===== config.mk =====
export PLATFORM = sky130hd
export DESIGN_NAME = serial_7seg_receiver
export DESIGN_NICKNAME = d
export VERILOG_FILES = /design/src/rtl/serial_7seg_pkg.sv /design/src/rtl/serial_7seg_receiver_seg7_to_bcd.sv /design/src/rtl/serial_7seg_receiver.sv
export SDC_FILE = /design/constraint.sdc
export NUM_CORES = 1
export LEC_CHECK = 0
export ABC_AREA = 1
export CAP_MARGIN = 0
export CORE_MARGIN = 5
export CORE_UTILIZATION = 50
export CTS_BUF_LIST = sky130_fd_sc_hd__clkbuf_4 sky130_fd_sc_hd__clkbuf_8
export DETAILED_ROUTE_END_ITERATION = 8
export GPL_ROUTABILITY_DRIVEN = 0
export GPL_TIMING_DRIVEN = 1
export PLACE_DENSITY = 0.76
export SLEW_MARGIN = 20
export SYNTH_ARGS = -nofsm -noshare
export SYNTH_HDL_FRONTEND = slang
export SYNTH_SLANG_ARGS = --single-unit
export TNS_END_PERCENT = 10

===== constraint.sdc =====
create_clock -name i_clk -period 2 [get_ports i_clk]
set_input_delay 0.4 -clock i_clk [delete_from_list [all_inputs] [get_ports i_clk]]
set_output_delay 0.4 -clock i_clk [all_outputs]
set_load 0.05 [all_outputs]

===== src/rtl/serial_7seg_pkg.sv =====
// serial_7seg_pkg: segment patterns, digit codes and FSM encoding for the 7-seg serial receiver.
package serial_7seg_pkg;
  localparam logic [6:0] SEG_0     = 7'h3F;
  localparam logic [6:0] SEG_1     = 7'h06;
  localparam logic [6:0] SEG_2     = 7'h5B;
  localparam logic [6:0] SEG_3     = 7'h4F;
  localparam logic [6:0] SEG_4     = 7'h66;
  localparam logic [6:0] SEG_5     = 7'h6D;
  localparam logic [6:0] SEG_6     = 7'h7D;
  localparam logic [6:0] SEG_7     = 7'h07;
  localparam logic [6:0] SEG_8     = 7'h7F;
  localparam logic [6:0] SEG_9     = 7'h6F;
  localparam logic [6:0] SEG_BLANK = 7'h00;
  localparam logic [3:0] DIGIT_BLANK   = 4'hF;
  localparam logic [3:0] DIGIT_INVALID = 4'hE;
  localparam logic [0:0] ST_IDLE  = 1'b0;
  localparam logic [0:0] ST_SHIFT = 1'b1;
endpackage


===== src/rtl/serial_7seg_receiver_seg7_to_bcd.sv =====
// seg7_to_bcd: maps a 7-bit active-high segment pattern to a BCD digit; unknown patterns flag err_o.
module seg7_to_bcd
  import serial_7seg_pkg::*;
(
  input  logic [6:0] seg_i,
  output logic       err_o,
  output logic [3:0] bcd_o
);
  always_comb begin
    bcd_o = DIGIT_INVALID;
    case (seg_i)
      SEG_0:     bcd_o = 4'd0;
      SEG_1:     bcd_o = 4'd1;
      SEG_2:     bcd_o = 4'd2;
      SEG_3:     bcd_o = 4'd3;
      SEG_4:     bcd_o = 4'd4;
      SEG_5:     bcd_o = 4'd5;
      SEG_6:     bcd_o = 4'd6;
      SEG_7:     bcd_o = 4'd7;
      SEG_8:     bcd_o = 4'd8;
      SEG_9:     bcd_o = 4'd9;
      SEG_BLANK: bcd_o = DIGIT_BLANK;
      default:   bcd_o = DIGIT_INVALID;
    endcase
    err_o = (bcd_o == DIGIT_INVALID);
  end
endmodule


===== src/rtl/serial_7seg_receiver.sv =====
// serial_7seg_receiver: captures 3-wire shift-out frames of 7-seg bytes and latches them on the latch edge.
// Optional BCD decode of each latched byte is enabled by defining SERIAL_7SEG_RX_DECODE_EN.
module serial_7seg_receiver
  import serial_7seg_pkg::*;
#(
  parameter int NUM_DIGITS     = 6,
  parameter int SYNC_STAGES    = 2,
  parameter int SEG_ACTIVE_LOW = 0
) (
  input  logic                    i_clk,
  input  logic                    i_reset_n,
  input  logic                    i_en,
  input  logic                    i_serial_data,
  input  logic                    i_serial_clk,
  input  logic                    i_serial_latch,
  output logic [8*NUM_DIGITS-1:0] o_segments,
  output logic [4*NUM_DIGITS-1:0] o_digits,
  output logic [NUM_DIGITS-1:0]   o_dp,
  output logic [NUM_DIGITS-1:0]   o_decode_err,
  output logic                    o_frame_stb,
  output logic                    o_frame_err,
  output logic                    o_busy
);
  localparam int FRAME_BITS = 8 * NUM_DIGITS;
  localparam int CW = $clog2(FRAME_BITS + 2);
  localparam logic [CW-1:0] FRAME_CNT = CW'(FRAME_BITS);
  localparam logic [CW-1:0] CNT_MAX = CW'(FRAME_BITS + 1);
  logic [SYNC_STAGES-1:0][2:0] sync_q;
  logic [1:0] prev_q;
  logic [2:0] sync_w;
  logic clk_rise, latch_rise, bit_in, frame_ok;
  logic [FRAME_BITS-1:0] shift_q, shift_d, seg_q, seg_d;
  logic [CW-1:0] cnt_q, cnt_d, cnt_inc;
  logic [0:0] state_q, state_d;
  logic stb_q, err_q;
  assign sync_w     = sync_q[SYNC_STAGES-1];
  assign clk_rise   = i_en & sync_w[1] & ~prev_q[0];
  assign latch_rise = i_en & sync_w[2] & ~prev_q[1];
  assign bit_in     = sync_w[0] ^ (SEG_ACTIVE_LOW != 0);
  // a clk edge coincident with the latch edge is shifted and counted before the frame is judged
  always_comb begin
    shift_d  = clk_rise ? {shift_q[FRAME_BITS-2:0], bit_in} : shift_q;
    cnt_inc  = (clk_rise && cnt_q != CNT_MAX) ? cnt_q + 1'b1 : cnt_q;
    cnt_d    = latch_rise ? '0 : cnt_inc;
    state_d  = latch_rise ? ST_IDLE : clk_rise ? ST_SHIFT : state_q;
    frame_ok = latch_rise && cnt_inc == FRAME_CNT;
    seg_d    = frame_ok ? shift_d : seg_q;
  end
  always_ff @(posedge i_clk or negedge i_reset_n) begin
    if (!i_reset_n) begin
      sync_q  <= '0;
      prev_q  <= '0;
      shift_q <= '0;
      cnt_q   <= '0;
      state_q <= ST_IDLE;
      seg_q   <= '0;
      stb_q   <= 1'b0;
      err_q   <= 1'b0;
    end else begin
      sync_q  <= {sync_q[SYNC_STAGES-2:0], {i_serial_latch, i_serial_clk, i_serial_data}};
      prev_q  <= sync_w[2:1];
      shift_q <= shift_d;
      cnt_q   <= cnt_d;
      state_q <= state_d;
      seg_q   <= seg_d;
      stb_q   <= frame_ok;
      err_q   <= latch_rise && !frame_ok;
    end
  end
  for (genvar g = 0; g < NUM_DIGITS; g++) begin : g_dp
    assign o_dp[g] = seg_q[8*g+7];
  end
  assign o_segments  = seg_q;
  assign o_frame_stb = stb_q;
  assign o_frame_err = err_q;
  assign o_busy      = (state_q == ST_SHIFT);
`ifdef SERIAL_7SEG_RX_DECODE_EN
  logic [4*NUM_DIGITS-1:0] bcd_w, digits_q;
  logic [NUM_DIGITS-1:0] derr_w, derr_q;
  for (genvar g = 0; g < NUM_DIGITS; g++) begin : g_dec
    seg7_to_bcd u_dec (
      .seg_i (shift_d[8*g +: 7]),
      .err_o (derr_w[g]),
      .bcd_o (bcd_w[4*g +: 4])
    );
  end
  always_ff @(posedge i_clk or negedge i_reset_n) begin
    if (!i_reset_n) begin
      digits_q <= {NUM_DIGITS{DIGIT_BLANK}};
      derr_q   <= '0;
    end else if (frame_ok) begin
      digits_q <= bcd_w;
      derr_q   <= derr_w;
    end
  end
  assign o_digits     = digits_q;
  assign o_decode_err = derr_q;
`else
  assign o_digits     = {NUM_DIGITS{DIGIT_BLANK}};
  assign o_decode_err = '0;
`endif
endmodule


======== Word-level counts from Yosys, hierarchy flattened ========
Index checks and enable logic that the tools add are counted.
operators by class
  eq/ne operators ......................... 2
  bitwise operators ....................... 6
  $add $sub $neg .......................... 1
  reduce and logical (&&, ||, !) cells .... 5
  mux-type cells .......................... 5
operator list
  cell                                          number
  2-to-1 mux 48 bit                             1
  2-to-1 mux 6 bit                              2
  adder 6 x 1 -> 6 bit (second input constant)  1
  == test 6 bit (second input constant)         1
  != test 6 bit (second input constant)         1
  AND 1 bit                                     4
  logical AND 1 bit                             3
  2-to-1 mux 1 bit                              2
  NOT 1 bit                                     2
  nonzero test 2 bit                            1
  zero test 1 bit                               1
word-level totals
  output and inout bits ................... 87
  register bits after elaboration ......... 113
  logic and storage cells ................. 28

======== Logic depth before layout (Yosys ltp) ========
Gate-level depths: netlist (run 1).
  depth after elaboration ................. 8
  gate-level depth with buffers ........... 15

======== Least setup slack after synthesis (run 1) ========
Ideal clock, no wire load.
  kind .................................... reg2reg
  start ................................... reg cnt_q[1]
  end ..................................... reg seg_q[39], in the netlist o_segments[39]
  buffers on the path ..................... 2
  required time ........................... 1.881 ns
  period minus slack after synthesis ...... 1.810 ns
  stages on the path, launching flop included .. 16
  slack ................................... 0.190 ns
  arrival time ............................ 1.690 ns
  cells stage by stage .................... dfrtp_1 inv_1 ha_1 nand2_1 nor2_1 nand2_2 nand2_1 nand2_1 nand2_1 nand2_1 nor2_4 nand3_2 buf_4 buf_6 nand2_1 nand2_1
on the way
  cells in the longest elaborated chain, start to end .. 5
  elaborated cells on any way between the ends .. 6
  classes of those cells .................. add/sub: 1; eq/ne: 2; mux: 1; reduce/logical: 2
RTL lines
  what                                                          line                        source
  from (decl)                                                   serial_7seg_receiver.sv:33  logic [CW-1:0] cnt_q, cnt_d, cnt_inc;
  from (signal assigned)                                        serial_7seg_receiver.sv:63  cnt_q <= cnt_d;
  branches (longest 2 deep; another with adder 6 x 1 -> 6 bit)  --
  2-to-1 mux 6 bit (*)                                          serial_7seg_receiver.sv:43  cnt_inc = (clk_rise && cnt_q != CNT_MAX) ? cnt_q + 1'b1 : cnt_q;
  == test 6 bit (*)                                             serial_7seg_receiver.sv:46  frame_ok = latch_rise && cnt_inc == FRAME_CNT;
  logical AND 1 bit (*)                                         serial_7seg_receiver.sv:46
  to (signal assigned)                                          serial_7seg_receiver.sv:65  seg_q <= seg_d;
  to (decl)                                                     serial_7seg_receiver.sv:32  logic [FRAME_BITS-1:0] shift_q, shift_d, seg_q, seg_d;
Mark *: on every way between the ends.
A chain may end at the register's enable or synchronous reset.

======== Worst setup path in the final report (run 1) ========
  start ................................... reg cnt_q[1]
  end ..................................... reg seg_q[13], in the netlist o_segments[13]
The elaborated chain is that of the path after synthesis.

==> results.ini, run 1 <==
[floorplanning]
design.die.area_mm2=0.0116
start_util_pct=51.4
die_x_um=108
coreArea_mm2=0.00928
io_pins=93
die_h_um=108
core.rowCount=35

[clocking]
cts_buffers=17
cts_sinks=113
clock_latency_ns=0.42
root_buffer=clkbuf_8
max-clock-path-buffers=2
clk_pin_slew_ns=0.07
cts_tree=done
htree_levels=4

[power]
netSwitchingFraction_pct=27.1
p_per_area_mw_per_mm2=866
p_leak_nw=3.69
p_clk_share_pct=42.9
p_int_mw=3.96
switchingPower_mw=1.47
comb_power_share_pct=12.8
p_seq_share_pct=44.4
vdd_drop_max_uv=573

[timing]
finalMaxSlewViolations=0
skew_ns=0.0109
holdWs_ns=0.350
setup_viol=49
fmax_mhz=478
hold_violations=0
rsz0062_at_grt=yes
post-route-period-util_pct=105
worstMarginPinSlew_ns=0.582
slew_headroom_pct=61.2
period_needed_ns=2.09
setup_ws_ns=-0.0923

[logic_synthesis]
avgSynthCellArea_um2=8.93
syn_inst=535
netlist_area_mm2=0.00478
synthDistinctLibCells=20
yosysSeqAreaShare_pct=59.2
yosysWarnings=0
ys_seq_elements=113

[worst_setup_path]
worst_setup_path_end_kind=flip-flop
arrival_ns=2.40
cp_max_fo=5
critical_path_class=reg2reg
crit_required_ns=2.31
cp-start-kind=flip-flop

[finish]
areaGrowthSynthToFinish_pct=31.2
final_cell_mix=234 x nand2_1, 112 x dfrtp_1, 50 x nand4_1, 44 x dlygate4sd2_1, 30 x conb_1
postLayoutCoreUtil_pct=67.5
drive_gt1_share_pct=17.9
antennaDiodeCount=0
regArea_mm2=0.00283
layout_commonest_cell=nand2_1
fillers=711
layout.nets=626
multi_input_area_mm2=0.00171
stdcell_count=759

[placement]
place.detailed.hpwl_um=6370
portBuffers=62
placed_cells=709

[drt]
firstDrtPassIters=5
totalWireLength_um=11500
vias=3803
drc=0
drt_iter0_markers=310
avgRoutedWirePerCell_um=15.2
routed_via_density=5.01
drtAntennaViolNets=0

[global_route]
grt_max_degree=50
antenna_found_initial=0
grt_pass1_vias=3539
grt.overflow.total=0
grt_pass1_wl_um=16600
grtUsageTotal_pct=17.8

[run]
cap_violations=0

[outcome]
violations=negative setup slack
status=complete, but fails checks

[min_path]
hold_class=reg2reg

==> worst max-delay path: stages, from the launching register on <==
cell and delay (ns):
dfrtp_1 0.40, inv_2 0.09, ha_4 0.13, nand2_2 0.04, nor2_2 0.12, nand2_2 0.06
nand2_2 0.08, buf_6 0.10, nand2_2 0.04, nand2_2 0.08, nand2_2 0.07, nor2_4 0.21
nand3_4 0.21, clkbuf_16 0.23, nand2_2 0.06, nand2_2 0.04
==> synthesized netlist by cell type <==
cell | n | share of area, %
nor2_1 | 10 | 0.79
nor2_2 | 2 | 0.26
clkbuf_1 | 17 | 1.3
o21ai_0 | 2 | 0.21
nand3_1 | 7 | 0.73
nand3_2 | 2 | 0.42
dfrtp_1 | 113 | 59
nand4_1 | 50 | 6.5
buf_4 | 41 | 6.4
inv_1 | 12 | 0.94
buf_2 | 7 | 0.73
conb_1 | 2 | 0.16
ha_1 | 2 | 0.52
a21boi_0 | 1 | 0.16
nand2_1 | 260 | 20
buf_6 | 1 | 0.24
nand2_2 | 1 | 0.13
buf_1 | 2 | 0.16
a21oi_1 | 1 | 0.10
nor2_4 | 2 | 0.47
==> routing by layer <==
layer | part of all wire (%) | GRT usage [%] | up-vias
li1 | - | - | 1812
met4 | 2.6 | 5.59 | 0
met2 | 50 | 28.9 | 178
met3 | 6.7 | 4.86 | 32
met5 | 0 | 0 | -
met1 | 41 | 23.3 | 1781
==> logic make-up after synthesis <==
family	after synthesis	share of synthesized area [%]
AOI/OAI and AO/OA	4	0.472
adders and majority gates	2	0.524
buffers and inverters	80	9.85
DFF	113	59.2
other	2	0.157
and+or+nand+nor	334	29.8
==> per-stage QoR <==
step / TNS, ns / cell area [um^2] / total power, mW / worst slack (ns)
4_1_cts: -0.0292 / 5870 / 5.29 / -0.0113
3_3_place_gp: -5.83 / 5480 / 2.95 / -0.124
2_1_floorplan: 0 / 4880 / 2.85 / 0.190
3_5_place_dp: -8.51 / 5480 / 2.97 / -0.191
5_1_grt: -7.60 / 6260 / 5.60 / -0.195
6_report: -2.66 / 6260 / 5.43 / -0.0923
==> power groups by stage <==
stage          Combinational (mW)  Clock [mW]  Sequential [mW]
3_3_place_gp                0.515           0             2.44
5_1_grt                     0.739        2.45             2.41
6_report                    0.692        2.33             2.41
3_5_place_dp                0.526           0             2.44
4_1_cts                     0.530        2.36             2.40
2_1_floorplan               0.403           0             2.44
==> flip-flops by register name (all words and copies together), names as in the netlist <==
name and flops:
o_frame_stb 1, o_frame_err 1, o_segments 48, o_busy 1, shift_q 48, sync_w 3
cnt_q 6, prev_q 2, sync_q 3
==> worst paths after layout <==
check	startpoint	end	slack (ns)	depth (start not counted)
setup / recovery	cnt_q[1]	o_segments[13]	-0.09	15
hold / removal	sync_q[1]	sync_w[1]	0.35	0
setup reg to reg	cnt_q[1]	o_segments[13]	-0.09	15
hold reg to reg	sync_q[1]	sync_w[1]	0.35	0
max in group asynchronous	i_reset_n	cnt_q[0]	0.77	3
min in group asynchronous	i_reset_n	o_frame_err	0.53	2
==> repair_timing <==
action,4_1_cts,5_1_grt
buffers inserted,0,7
setup endpoints to repair,77,59
resized for setup,45,46
pin swaps,0,7
hold buffers,1,0
gates cloned,0,11
hold endpoints to repair,42,0
==> area by class of cell <==
cell class	count	area share [%]
clock inverters	13	2.96
repair buffers	103	17.3
well taps	129	2.58
clock buffers	18	3.96
multi-input cells	371	27.3
inverters	12	0.719
flip-flops and latches	113	45.2
(Power assumes the default switching activity.)
==> run 2, diff against run 1 <==
==> constraint.sdc (replaced) <==
create_clock -name i_clk -period 2 [get_ports i_clk]
set_input_delay 0.4 -clock i_clk [delete_from_list [all_inputs] [get_ports i_clk]]
set_output_delay 0.4 -clock i_clk [all_outputs]
set_load 0.005 [all_outputs]
==> results.ini, run 2 (synthesis results as in run 1) <==
[outcome]
status=complete, no violations

[timing]
fmax_mhz=503
holdWs_ns=0.352
fin_setup_tns_ns=0
skew_ns=0.00861
finalMaxSlewViolations=0
hold_violations=0
setup_ws_ns=0.0107
rsz0062_at_grt=yes
post-route-period-util_pct=99.5
period_needed_ns=1.99
worstMarginPinSlew_ns=0.558
setup_viol=0
slew_headroom_pct=62.8

[finish]
drive_gt1_share_pct=17.4
layout.nets=623
postLayoutCoreUtil_pct=67.5
final_area_mm2=0.00626
final_cell_mix=235 x nand2_1, 112 x dfrtp_1, 61 x clkdlybuf4s50_1, 50 x nand4_1, 30 x conb_1
antennaDiodeCount=0
layout_commonest_cell=nand2_1
stdcell_count=757
fillers=698
areaGrowthSynthToFinish_pct=31.1

[worst_setup_path]
arrival_ns=2.30
reg2regPathDepth=13
cp-start-kind=flip-flop
critical_path_class=reg2reg
worst_setup_path_end_kind=flip-flop
cp_max_fo=9
crit_required_ns=2.31

[power]
netSwitchingFraction_pct=26.6
comb_power_share_pct=12.4
vdd_drop_max_uv=543
switchingPower_mw=1.41
p_leak_nw=3.28
p_per_area_mw_per_mm2=844
p_seq_share_pct=45.5
fin_total_pwr_mw=5.28
p_int_mw=3.88
p_clk_share_pct=42.1

[placement]
pre_cts_ws_ns=-0.208
portBuffers=62
place.detailed.hpwl_um=6530
place_area_mm2=0.00548
placed_cells=709

[floorplanning]
die_x_um=108
io_pins=93
core.rowCount=35
design.die.area_mm2=0.0116
start_util_pct=51.4
die_h_um=108
coreArea_mm2=0.00928

[drt]
avgRoutedWirePerCell_um=15.9
firstDrtPassIters=5
vias=3902
drtAntennaViolNets=0
drc=0
totalWireLength_um=12000
routed_via_density=5.15
drt_iter0_markers=271

[global_route]
grt_pass1_vias=3813
grt_use_met3_pct=5.04
antenna_found_initial=0
grtUsageTotal_pct=20.5
grt_pass1_wl_um=18600
grt.overflow.total=0
busiest_layer=met2
use_met2_pct=34.8
use_met1_pct=25.3
grt_max_degree=44

[min_path]
hold_class=reg2reg
hold_depth=0

[clocking]
clock_latency_ns=0.42
clk_pin_slew_ns=0.07
max-clock-path-buffers=2
root_buffer=clkbuf_8
cts_buffers=17
htree_levels=4
cts_sinks=113
cts_tree=done

[run]
cap_violations=0

==> run 2: cell types whose count changed in the layout (fill, tap and decap cells not counted), sizes merged, moves of 4 or more <==
cell           previous run  this run
dlygate4sd2              44         0
dlymetal6s2s              9         0
clkbuf                   24        20
clkdlybuf4s50             6        61
==> run 2: power groups by stage <==
stage                     combinational (mW)  clock, mW  sequential (mW)
after floorplan                        0.290          0             2.43
after global placement                 0.391          0             2.44
after detailed placement               0.409          0             2.44
after CTS                              0.535       2.26             2.40
after global routing                   0.705       2.36             2.41
final                                  0.657       2.22             2.40
==> run 2: metal layers <==
metal	wire length, um	up-vias
met4	241	0
li1	-	1806
met5	0	-
met2	6230	165
met3	736	28
met1	4810	1903
==> run 2: path summary, 6_finish.rpt <==
check | from | slack, ns | endpoint
max in group asynchronous | i_reset_n | 0.81 | cnt_q[0]
min reg2reg | sync_q[0] | 0.35 | sync_w[0]
max | cnt_q[0] | 0.01 | o_segments[5]
min | sync_q[0] | 0.35 | sync_w[0]
min in group asynchronous | i_reset_n | 0.52 | o_frame_err
max reg2reg | cnt_q[0] | 0.01 | o_segments[5]
==> run 2: repair_timing <==
action                     4_1_cts  5_1_grt
pin swaps                        3        8
cloned                           5        3
setup endpoints to repair       48       50
gates resized for setup         11       39
buffers inserted                 9        2
hold buffers                     1        0
hold endpoints to repair        39        0
==> run 2: critical path, stage by stage (launching register included) <==
cell and delay, ns:
dfrtp_2 0.45, ha_4 0.17, nand2_2 0.06, nor2_2 0.04, nand2_2 0.07, nand2_2 0.06
buf_4 0.15, nand2_1 0.10, nand3_2 0.10, nor2_4 0.17, nand3_4 0.18, buf_6 0.22
nand2_2 0.07, nand2_1 0.05
==> run 2: final cells by class <==
| cell class | count | area [um^2] | share of cell area (%) |
|---|---|---|---|
| flip-flops and latches | 113 | 2830 | 45.2 |
| repair buffers | 101 | 1120 | 17.9 |
| well taps | 129 | 161 | 2.58 |
| clock buffers | 17 | 234 | 3.74 |
| clock inverters | 15 | 184 | 2.94 |
| inverters | 12 | 45.0 | 0.719 |
| multi-input cells | 370 | 1690 | 27.0 |
